## src/rtl/jk_excitation_driver_if.sv

```systemverilog
// ----------------------------------------------------------------------------
// jk_excitation_driver_if
//
// Purpose:
//   Groups the signals between the excitation driver, its control-side
//   producer and the JK flip-flop bank. The control side offers target words
//   on a valid/ready stream. The bank returns its live Q and receives J/K.
//
// Signals:
//   tgt_valid  control -> driver   target word present
//   tgt_ready  driver  -> control  driver can accept a target this cycle
//   tgt_data   control -> driver   desired next state of the JK bank
//   q_in       bank    -> driver   Q feedback from the JK bank
//   j_out      driver  -> bank     J inputs of the JK bank
//   k_out      driver  -> bank     K inputs of the JK bank
//
// Modports:
//   slave   the excitation driver's view
//   master  the environment's view (control logic plus bank)
// ----------------------------------------------------------------------------
interface jk_excitation_driver_if #(
    parameter int WIDTH = 4
);
    logic             tgt_valid;
    logic             tgt_ready;
    logic [WIDTH-1:0] tgt_data;
    logic [WIDTH-1:0] q_in;
    logic [WIDTH-1:0] j_out;
    logic [WIDTH-1:0] k_out;

    modport slave (
        input  tgt_valid,
        input  tgt_data,
        input  q_in,
        output tgt_ready,
        output j_out,
        output k_out
    );

    modport master (
        output tgt_valid,
        output tgt_data,
        output q_in,
        input  tgt_ready,
        input  j_out,
        input  k_out
    );
endinterface

```

## src/rtl/jk_excitation_driver.sv

```systemverilog
// ----------------------------------------------------------------------------
// jk_excitation_driver
//
// Purpose:
//   Source end of a JK flip-flop register bank. The driver accepts one target
//   word at a time. It derives per-bit J/K excitation from the bank's Q at
//   the moment of acceptance and drives J/K for exactly one clock. It then
//   waits SETTLE_CYCLES idle cycles and checks that Q equals the target.
//   A failed check produces a one-cycle mismatch pulse and bumps a
//   saturating error counter.
//
// Parameters:
//   WIDTH          number of JK flip-flops / bits per target word
//   EXC_MODE       0: hold-style excitation, 1: toggle-style (J=K on change)
//   SETTLE_CYCLES  idle cycles between the J/K pulse and the Q check (>=0)
//
// Ports:
//   clk        rising-edge clock
//   reset      synchronous, active-high
//   bus        jk_excitation_driver_if.slave (target stream, Q in, J/K out)
//   busy       high whenever the FSM is not IDLE
//   mismatch   one-cycle pulse: post-settle Q differed from the target
//   err_count  saturating count of mismatches
// ----------------------------------------------------------------------------
module jk_excitation_driver #(
    parameter int WIDTH         = 4,
    parameter int EXC_MODE      = 0,
    parameter int SETTLE_CYCLES = 1
) (
    input  logic                        clk,
    input  logic                        reset,
    jk_excitation_driver_if.slave       bus,
    output logic                        busy,
    output logic                        mismatch,
    output logic [7:0]                  err_count
);

    typedef enum logic [1:0] {
        IDLE,
        DRIVE,
        SETTLE,
        CHECK
    } state_t;

    // The settle counter only needs to reach SETTLE_CYCLES-1. A one-bit
    // counter is kept even when no settle cycles are requested so the
    // declarations stay legal.
    localparam int CNT_W = (SETTLE_CYCLES > 1) ? $clog2(SETTLE_CYCLES) : 1;
    localparam logic [CNT_W-1:0] SETTLE_LAST =
        CNT_W'((SETTLE_CYCLES > 0) ? SETTLE_CYCLES - 1 : 0);

    state_t           state_q,    state_d;
    logic [WIDTH-1:0] target_q,   target_d;
    logic [WIDTH-1:0] j_q,        j_d;
    logic [WIDTH-1:0] k_q,        k_d;
    logic [CNT_W-1:0] cnt_q,      cnt_d;
    logic             mismatch_q, mismatch_d;
    logic [7:0]       err_q,      err_d;

    logic [WIDTH-1:0] j_exc;
    logic [WIDTH-1:0] k_exc;

    // Per-bit excitation from the live Q and the offered target word.
    // Hold-style drives J only for 0->1 and K only for 1->0, so J and K are
    // never both high. Toggle-style pulses J=K=1 on exactly the bits that
    // must change. In both styles a bit that already matches gets J=K=0.
    always_comb begin
        j_exc = '0;
        k_exc = '0;
        if (EXC_MODE == 1) begin
            j_exc = bus.q_in ^ bus.tgt_data;
            k_exc = bus.q_in ^ bus.tgt_data;
        end else begin
            j_exc = ~bus.q_in & bus.tgt_data;
            k_exc = bus.q_in & ~bus.tgt_data;
        end
    end

    // Next-state and next-output logic. J/K default to zero, so only the
    // acceptance edge loads a non-zero excitation. That value is therefore
    // visible for exactly the single DRIVE cycle. The mismatch flag also
    // defaults to zero, which makes it a one-cycle pulse after CHECK.
    always_comb begin
        state_d    = state_q;
        target_d   = target_q;
        j_d        = '0;
        k_d        = '0;
        cnt_d      = cnt_q;
        mismatch_d = 1'b0;
        err_d      = err_q;

        case (state_q)
            IDLE: begin
                if (bus.tgt_valid) begin
                    target_d = bus.tgt_data;
                    j_d      = j_exc;
                    k_d      = k_exc;
                    state_d  = DRIVE;
                end
            end

            DRIVE: begin
                cnt_d = '0;
                if (SETTLE_CYCLES == 0) begin
                    state_d = CHECK;
                end else begin
                    state_d = SETTLE;
                end
            end

            SETTLE: begin
                if (cnt_q == SETTLE_LAST) begin
                    state_d = CHECK;
                end else begin
                    cnt_d = cnt_q + CNT_W'(1);
                end
            end

            CHECK: begin
                if (bus.q_in != target_q) begin
                    mismatch_d = 1'b1;
                    if (err_q != 8'hFF) begin
                        err_d = err_q + 8'd1;
                    end
                end
                state_d = IDLE;
            end

            default: begin
                state_d = IDLE;
            end
        endcase
    end

    // State and output registers. A reset cycle abandons any word in flight
    // and clears the error history.
    always_ff @(posedge clk) begin
        if (reset) begin
            state_q    <= IDLE;
            target_q   <= '0;
            j_q        <= '0;
            k_q        <= '0;
            cnt_q      <= '0;
            mismatch_q <= 1'b0;
            err_q      <= 8'd0;
        end else begin
            state_q    <= state_d;
            target_q   <= target_d;
            j_q        <= j_d;
            k_q        <= k_d;
            cnt_q      <= cnt_d;
            mismatch_q <= mismatch_d;
            err_q      <= err_d;
        end
    end

    // tgt_ready follows the registered state, so the handshake has no
    // combinational path from tgt_valid.
    assign bus.tgt_ready = (state_q == IDLE);
    assign bus.j_out     = j_q;
    assign bus.k_out     = k_q;
    assign busy          = (state_q != IDLE);
    assign mismatch      = mismatch_q;
    assign err_count     = err_q;

    // J/K may only be non-zero while the bank is being driven.
    a_jk_only_in_drive : assert property (
        @(posedge clk) disable iff (reset)
        (state_q != DRIVE) |-> ((j_q == '0) && (k_q == '0))
    );

    // Hold-style excitation must never request a toggle on any bit.
    if (EXC_MODE == 0) begin : g_hold_check
        a_no_toggle : assert property (
            @(posedge clk) disable iff (reset)
            ((j_q & k_q) == '0)
        );
    end

endmodule

```

## src/flat_wrapper.sv

```systemverilog
// flat-port wrapper written by rule: the top's interface ports become plain ports
module jk_excitation_driver_flat 
#(
    parameter int WIDTH         = 4,
    parameter int EXC_MODE      = 0,
    parameter int SETTLE_CYCLES = 1
)
  (clk, reset, busy, mismatch, err_count, bus_tgt_valid, bus_tgt_data, bus_q_in, bus_tgt_ready, bus_j_out, bus_k_out);
  jk_excitation_driver_if #(.WIDTH(WIDTH)) bus_i ();
  input  logic clk;
  input  logic reset;
  output logic busy;
  output logic mismatch;
  output logic [7:0] err_count;
  input wire logic [$bits(bus_i.tgt_valid)-1:0] bus_tgt_valid;
  input wire logic [$bits(bus_i.tgt_data)-1:0] bus_tgt_data;
  input wire logic [$bits(bus_i.q_in)-1:0] bus_q_in;
  output wire logic [$bits(bus_i.tgt_ready)-1:0] bus_tgt_ready;
  output wire logic [$bits(bus_i.j_out)-1:0] bus_j_out;
  output wire logic [$bits(bus_i.k_out)-1:0] bus_k_out;
  assign bus_i.tgt_valid = bus_tgt_valid;
  assign bus_i.tgt_data = bus_tgt_data;
  assign bus_i.q_in = bus_q_in;
  assign bus_tgt_ready = bus_i.tgt_ready;
  assign bus_j_out = bus_i.j_out;
  assign bus_k_out = bus_i.k_out;
  jk_excitation_driver #(.WIDTH(WIDTH), .EXC_MODE(EXC_MODE), .SETTLE_CYCLES(SETTLE_CYCLES)) u_core (.clk(clk), .reset(reset), .bus(bus_i), .busy(busy), .mismatch(mismatch), .err_count(err_count));
endmodule
```

## config.mk

```make
export PLATFORM = sky130hd
export DESIGN_NAME = jk_excitation_driver_flat
export DESIGN_NICKNAME = d
export VERILOG_FILES = /design/src/rtl/jk_excitation_driver_if.sv /design/src/rtl/jk_excitation_driver.sv /design/src/flat_wrapper.sv
export SDC_FILE = /design/constraint.sdc
export NUM_CORES = 1
export LEC_CHECK = 0
export CORE_MARGIN = 3
export CORE_UTILIZATION = 49
export CTS_CLUSTER_SIZE = 28
export DETAILED_ROUTE_END_ITERATION = 7
export PLACE_DENSITY = 0.9
export RECOVER_POWER = 50
export SYNTH_ARGS = -nofsm -noshare
export SYNTH_HDL_FRONTEND = slang
export SYNTH_SLANG_ARGS = --single-unit
```

## constraint.sdc

```tcl
create_clock -name clk -period 3.35 [get_ports clk]
set_input_delay 0.67 -clock clk [delete_from_list [all_inputs] [get_ports clk]]
set_output_delay 0.67 -clock clk [all_outputs]
set_load 0.1 [all_outputs]
```

==> results of run 1 <==
[cell type report]
class / instances / area share
Clock buffer: 3 / 0.0176
Sequential cell: 23 / 0.359
Multi-Input combinational cell: 75 / 0.386
Clock inverter: 1 / 0.00585
Inverter: 5 / 0.0146
Tap cell: 25 / 0.0244
Timing Repair Buffer: 31 / 0.192
[kinds of logic after synthesis]
logic type	after synthesis	share of synthesized area
adders and majority gates	4	0.0497
DFF	23	0.457
xor gates and xnor gates	4	0.0348
buffers and inverters	10	0.0460
AOI/OAI and AO/OA	14	0.0795
muxes	5	0.0547
and+or+nand+nor	48	0.278
[state kept, by name (all words and copies together), names as in the netlist]
register	count
u_core.bus.j_out	4
u_core.bus.k_out	4
u_core.err_count	8
u_core.mismatch	1
u_core.state_q	2
u_core.target_q	4
[routing by layer]
metal | vias up | global-route usage | wire (µm)
met5 | - | 0 | 0
met4 | 0 | 0.0917 | 34
met3 | 2 | 0.0233 | 132
met2 | 35 | 0.324 | 1170
met1 | 424 | 0.213 | 893
li1 | 440 | - | -
[placed cells by master (no fill, tap or decap), drive strengths merged]
master and count:
nor2 8, nor3 2, nand2b 2, o21ai 1, a211oi 1, clkdlybuf4s50 17, nand4 3, or2 1
clkinvlp 1, inv 5, nor3b 10, or3 2, mux2 4, mux2i 1, dfxtp 23, clkbuf 12
a21oi 9, nor4 2, xor2 4, nor2b 2, dlygate4sd3 2, nand2 7, ha 4, o31ai 3
buf 3, nand3 6, or4 3
[synth_stat cells (2+ instances only)]
master / number
o31ai_1: 3
nand3_1: 6
nand4_1: 3
or3_1: 2
mux2_2: 4
or4_1: 3
nand2b_1: 2
nor2b_1: 2
xor2_1: 4
dfxtp_1: 23
clkbuf_1: 3
a21oi_1: 9
ha_1: 4
nor2_1: 8
nor3b_1: 9
inv_1: 5
nor3_1: 2
nand2_1: 7
[stage by stage]
stage	std cells	utilization
after floorplan	108	-
after global placement	159	0.702
after detailed placement	159	0.702
after CTS	163	0.718
after global routing	163	0.697
final	163	0.697
[power groups by stage]
stage / registers (mW) / logic (mW) / clock network, mW
detailed placement: 0.331 / 0.418 / 0
global route: 0.328 / 0.440 / 0.144
finish: 0.325 / 0.414 / 0.131
global placement: 0.328 / 0.403 / 0
floorplan: 0.395 / 0.267 / 0
CTS: 0.325 / 0.419 / 0.131
[path summary, 6_finish.rpt]
check,start,end,slack [ns],cells after the start
max,u_core.bus.k_out[1],bus_k_out[1],0.90,1
min,u_core.target_q[2],u_core.target_q[2],0.49,2
max reg2reg,u_core.state_q[0],u_core.err_count[7],1.51,5
min reg2reg,u_core.target_q[2],u_core.target_q[2],0.49,2
==> metrics.cfg, run 1 <==
[floorplanning]
floorplan.initialDensity = 0.548
die_area_um2 = 2640
coreArea_um2 = 1840
pin_count = 30
rows = 15
die_y_um = 51.3
die_width_um = 51.3

[placed_design]
port_buffers = 29
placement.cell_area_um2 = 1290
globalplace.congestion = 0.806
dp_hpwl_um = 1630
place_ws_ns = 0.902

[timing]
tightestPinTransition_ns = 1.19
whs_ns = 0.485
rsz0062_at_grt = no
tns_ns = 0
max_slew_margin = 0.212
max_freq_ghz = 0.407
fin_crit_sh = 0.733
hold_viol = 0
fin_ws_ns = 0.895
post-route-min-period_ns = 2.45
setup_viol = 0
fin_skew_ns = 0.0153
slew_violations = 0

[logic_synthesis]
ys.flop_type = dfxtp_1
synth_cells = 108
synth_top_area_frac = 0.457
ys_async_sr_fraction = 0
syn_area_um2 = 1010
synth_edf_count = 0
ys_ff_latch = 23
yosysSeqAreaShare = 0.457
synthesis.nets = 123
synth_area_leaders = dfxtp_1 (46%), nor3b_1 (6.7%), ha_1 (5.0%), a21oi_1 (4.5%), mux2_2 (4.5%)
synth.distinct_cells = 27
avgSynthCellArea_um2 = 9.33
yosysWarnings = 0
yosys.area.top_type = dfxtp_1

[cts]
clk_latency_ns = 0.31
cts-htree-levels = 1
cts_made_buffers = 3
clk_root_buffer_cell = clkbuf_4
postCtsSetupRepairBufs = 0
clock_sinks = 23
clock_path_buffers = 2
clk_pin_slew_worst_paths_ns = 0.14
cts_tree = built
cts_hold_buf = 0
ctsResizeCount = 0

[worst_hold_path]
hp-class = flop to flop

[drt]
dr.pass1.iters = 4
via_per_inst = 5.53
avgRoutedWirePerCell_um = 13.7
wirelength_um = 2230
num_vias = 901
drcViolationCount = 0
ant_nets = 0
drt_iter0_drc = 10

[critical_path]
start_kind = flop
cp_top_family = buffers and inverters
worst-path-max-fanout = 1
path_cells = clkdlybuf4s50_1
path_class = flop to output pin
cp_num_buf_inv = 1
critPathArrivalTime_ns = 1.78
worstPathRequired_ns = 2.68
cpMaxStageDelayCell = clkdlybuf4s50_1
endpoint_kind = output pin
max_stage_delay_ns = 1.12

[cells_and_area]
layout.cell_area.non_filler_um2 = 1280
n_fill_cell = 175
nets = 154
syn2layout_area_growth_pct = 27.3
multi_input_area_um2 = 495
diodes = 0
seq_area_um2 = 460
drive_above_1_share = 0.0870

[power_and_ir_drop]
peakVddDrop_mv = 0.567
internal-power_uw = 449
pwr-share-comb = 0.476
powerDensity_nw_per_um2 = 678
power_frac_seq = 0.374
clkPwrFrac = 0.150
switching_share = 0.484
leakage_nw = 0.462
switchingPower_uw = 420
power_uw = 869

[global_routing]
grt_max_degree = 15
grt_pass1_vias = 799
grt_overflow_total = 0
grt_usage = 0.182
grt_pass1_wl_um = 3530
antenna_found_initial = 0

[status]
status = completed

[flow_run]
max_cap_viol_count = 0

Note: power is estimated with default switching activity, not from simulation.
==> run 2: changes to the inputs <==
--- a/config.mk
+++ b/config.mk
@@ -6,10 +6,10 @@
 export NUM_CORES = 1
 export LEC_CHECK = 0
 export CORE_MARGIN = 3
-export CORE_UTILIZATION = 49
+export CORE_UTILIZATION = 45
 export CTS_CLUSTER_SIZE = 28
 export DETAILED_ROUTE_END_ITERATION = 7
-export PLACE_DENSITY = 0.9
+export PLACE_DENSITY = 0.84
 export RECOVER_POWER = 50
 export SYNTH_ARGS = -nofsm -noshare
 export SYNTH_HDL_FRONTEND = slang
==> constraint.sdc (replaced) <==
create_clock -name clk -period 2.3 [get_ports clk]
set_input_delay 0.46 -clock clk [delete_from_list [all_inputs] [get_ports clk]]
set_output_delay 0.46 -clock clk [all_outputs]
set_load 0.1 [all_outputs]
==> run 2 against run 1 <==
Cell area about the same; combinational power up 62%; first-iteration DRC count up 40%; register-to-register slack worse by 1.1 ns; hold slack about the same; routed wire length down 6.6%; sequential power up 45%; setup slack worse by 0.57 ns; critical path type is now primary input to flop; highest routed layer unchanged.
==> metrics.cfg, run 2 (synthesized netlist as in run 1, its figures left out) <==
[global_routing]
grt_max_degree = 14  ; was 15
grt_overflow_total = 0  ; unchanged
grt_usage = 0.163  ; was 0.182
antenna_found_initial = 0  ; unchanged
grt_pass1_wl_um = 3290  ; was 3530 µm
grt_pass1_vias = 762  ; was 799

[drt]
via_per_inst = 5.33  ; was 5.53
num_vias = 885  ; was 901
wirelength_um = 2090  ; was 2230 µm
drt_iter0_drc = 14  ; was 10
avgRoutedWirePerCell_um = 12.6  ; was 13.7 µm
dr.pass1.iters = 4  ; unchanged
ant_nets = 0  ; unchanged
drcViolationCount = 0  ; unchanged

[floorplanning]
floorplan.initialDensity = 0.493  ; was 0.548
pin_count = 30  ; unchanged
coreArea_um2 = 2040  ; was 1840 µm²
die_area_um2 = 2840  ; was 2640 µm²
rows = 16  ; was 15
die_width_um = 53.3  ; was 51.3 µm
die_y_um = 53.3  ; was 51.3 µm

[power_and_ir_drop]
powerDensity_nw_per_um2 = 1030  ; was 678 nW/µm²
leakage_nw = 0.495  ; was 0.462 nW
power_mw = 1.33  ; was 869 µW
peakVddDrop_mv = 1.21  ; was 0.567 mV

[critical_path]
worst-path-max-fanout = 11  ; was 1
endpoint_kind = flop  ; was output pin
cp-startpoint = bus_q_in[3]  ; was u_core.bus.k_out[1]
path_class = primary input to flop  ; was flop to output pin
r2r_start = u_core.state_q[0]  ; unchanged
worstPathRequired_ns = 2.50  ; was 2.68 ns
start_kind = primary input  ; was flop
critPathArrivalTime_ns = 2.18  ; was 1.78 ns

[cells_and_area]
largest_reg_flops = 8  ; unchanged
drive_above_1_share = 0.165  ; was 0.0870
final_cell_mix = dfxtp_1 (23), clkbuf_1 (10), clkdlybuf4s50_1 (10), a21oi_1 (9), nor3b_1 (9)  ; was dfxtp_1 (23), clkdlybuf4s50_1 (17), nor3b_1 (10), a21oi_1 (9), clkbuf_1 (9)
nets = 155  ; was 154
seq_area_um2 = 460  ; unchanged
final_common_cell = dfxtp_1  ; unchanged
multi_input_area_um2 = 500  ; was 495 µm²
n_fill_cell = 195  ; was 175
syn2layout_area_growth_pct = 27.2  ; was 27.3%
layoutNonFillerInstCount = 166  ; was 163
diodes = 0  ; unchanged

[cts]
cts_tree = built  ; unchanged
clock_sinks = 23  ; unchanged
clk_root_buffer_cell = clkbuf_4  ; unchanged
cts_hold_buf = 0  ; unchanged
ctsResizeCount = 0  ; unchanged
cts_made_buffers = 3  ; unchanged
postCtsSetupRepairBufs = 0  ; unchanged
clk_pin_slew_worst_paths_ns = 0.12  ; was 0.14 ns
cts-htree-levels = 1  ; unchanged
clock_path_buffers = 2  ; unchanged
clk_latency_ns = 0.30  ; was 0.31 ns

[timing]
hold_viol = 0  ; unchanged
max_slew_margin = 0.217  ; was 0.212
setup_viol = 0  ; unchanged
max_freq_ghz = 0.506
tightestPinTransition_ns = 1.18  ; was 1.19 ns
tns_ns = 0  ; unchanged
rsz0062_at_grt = no  ; unchanged
slew_violations = 0  ; unchanged
fin_crit_sh = 0.860
post-route-min-period_ns = 1.98
fin_skew_ns = 0.00167  ; was 0.0153 ns
fin_ws_ns = 0.322  ; was 0.895 ns

[worst_hold_path]
hp-class = flop to flop  ; unchanged
min_from = u_core.target_q[0]  ; was u_core.target_q[2]

[placed_design]
place_ws_ns = 0.0882  ; was 0.902 ns
globalplace.congestion = 0.785  ; was 0.806
port_buffers = 29  ; unchanged
dp_hpwl_um = 1620  ; was 1630 µm
place_inst = 162  ; was 159

[status]
status = completed  ; unchanged

[flow_run]
max_cap_viol_count = 0  ; unchanged

==> run 2: metrics by stage <==
stage | util | hold WS (ns) | cell area, µm²
floorplan | - | 0.448 | 1010
global placement | 0.640 | 0.455 | 1310
detailed placement | 0.640 | 0.470 | 1310
global route | 0.627 | 0.505 | 1280
CTS | 0.653 | 0.486 | 1330
finish | 0.627 | 0.485 | 1280
==> run 2: final timing paths <==
path                                            end  slack [ns]  cells after the start
worst max-delay path            u_core.err_count[5]        0.32                      6
worst min-delay path             u_core.target_q[0]        0.49                      2
worst max register to register  u_core.err_count[7]        0.46                      5
worst min register to register   u_core.target_q[0]        0.49                      2
==> run 2: final cells by class <==
| class | instances | area share |
|---|---|---|
| Multi-Input combinational cell | 75 | 0.391 |
| Timing Repair Buffer | 32 | 0.188 |
| Clock buffer | 4 | 0.0205 |
| Sequential cell | 23 | 0.359 |
| Inverter | 5 | 0.0146 |
| Tap cell | 27 | 0.0264 |
==> run 2: per-layer routing <==
metal	global-route usage	part of all wire
met1	0.187	0.41
met2	0.276	0.51
met3	0.0366	0.056
met4	0.0894	0.018
met5	0	0
==> run 2: report_power, final <==
part / internal (mW) / leakage, nW / switching, mW
clock: 0.0677 / 0.0150 / 0.114
sequential: 0.443 / 0.187 / 0.0294
combinational: 0.203 / 0.293 / 0.468
total: 0.714 / 0.495 / 0.612
==> run 2: critical path, cell delays in order <==
cell and delay (ns):
clkdlybuf4s50_1 0.51, xor2_1 0.21, nor4_2 0.07, clkbuf_1 0.23, nor4_1 0.32, mux2_2 0.37
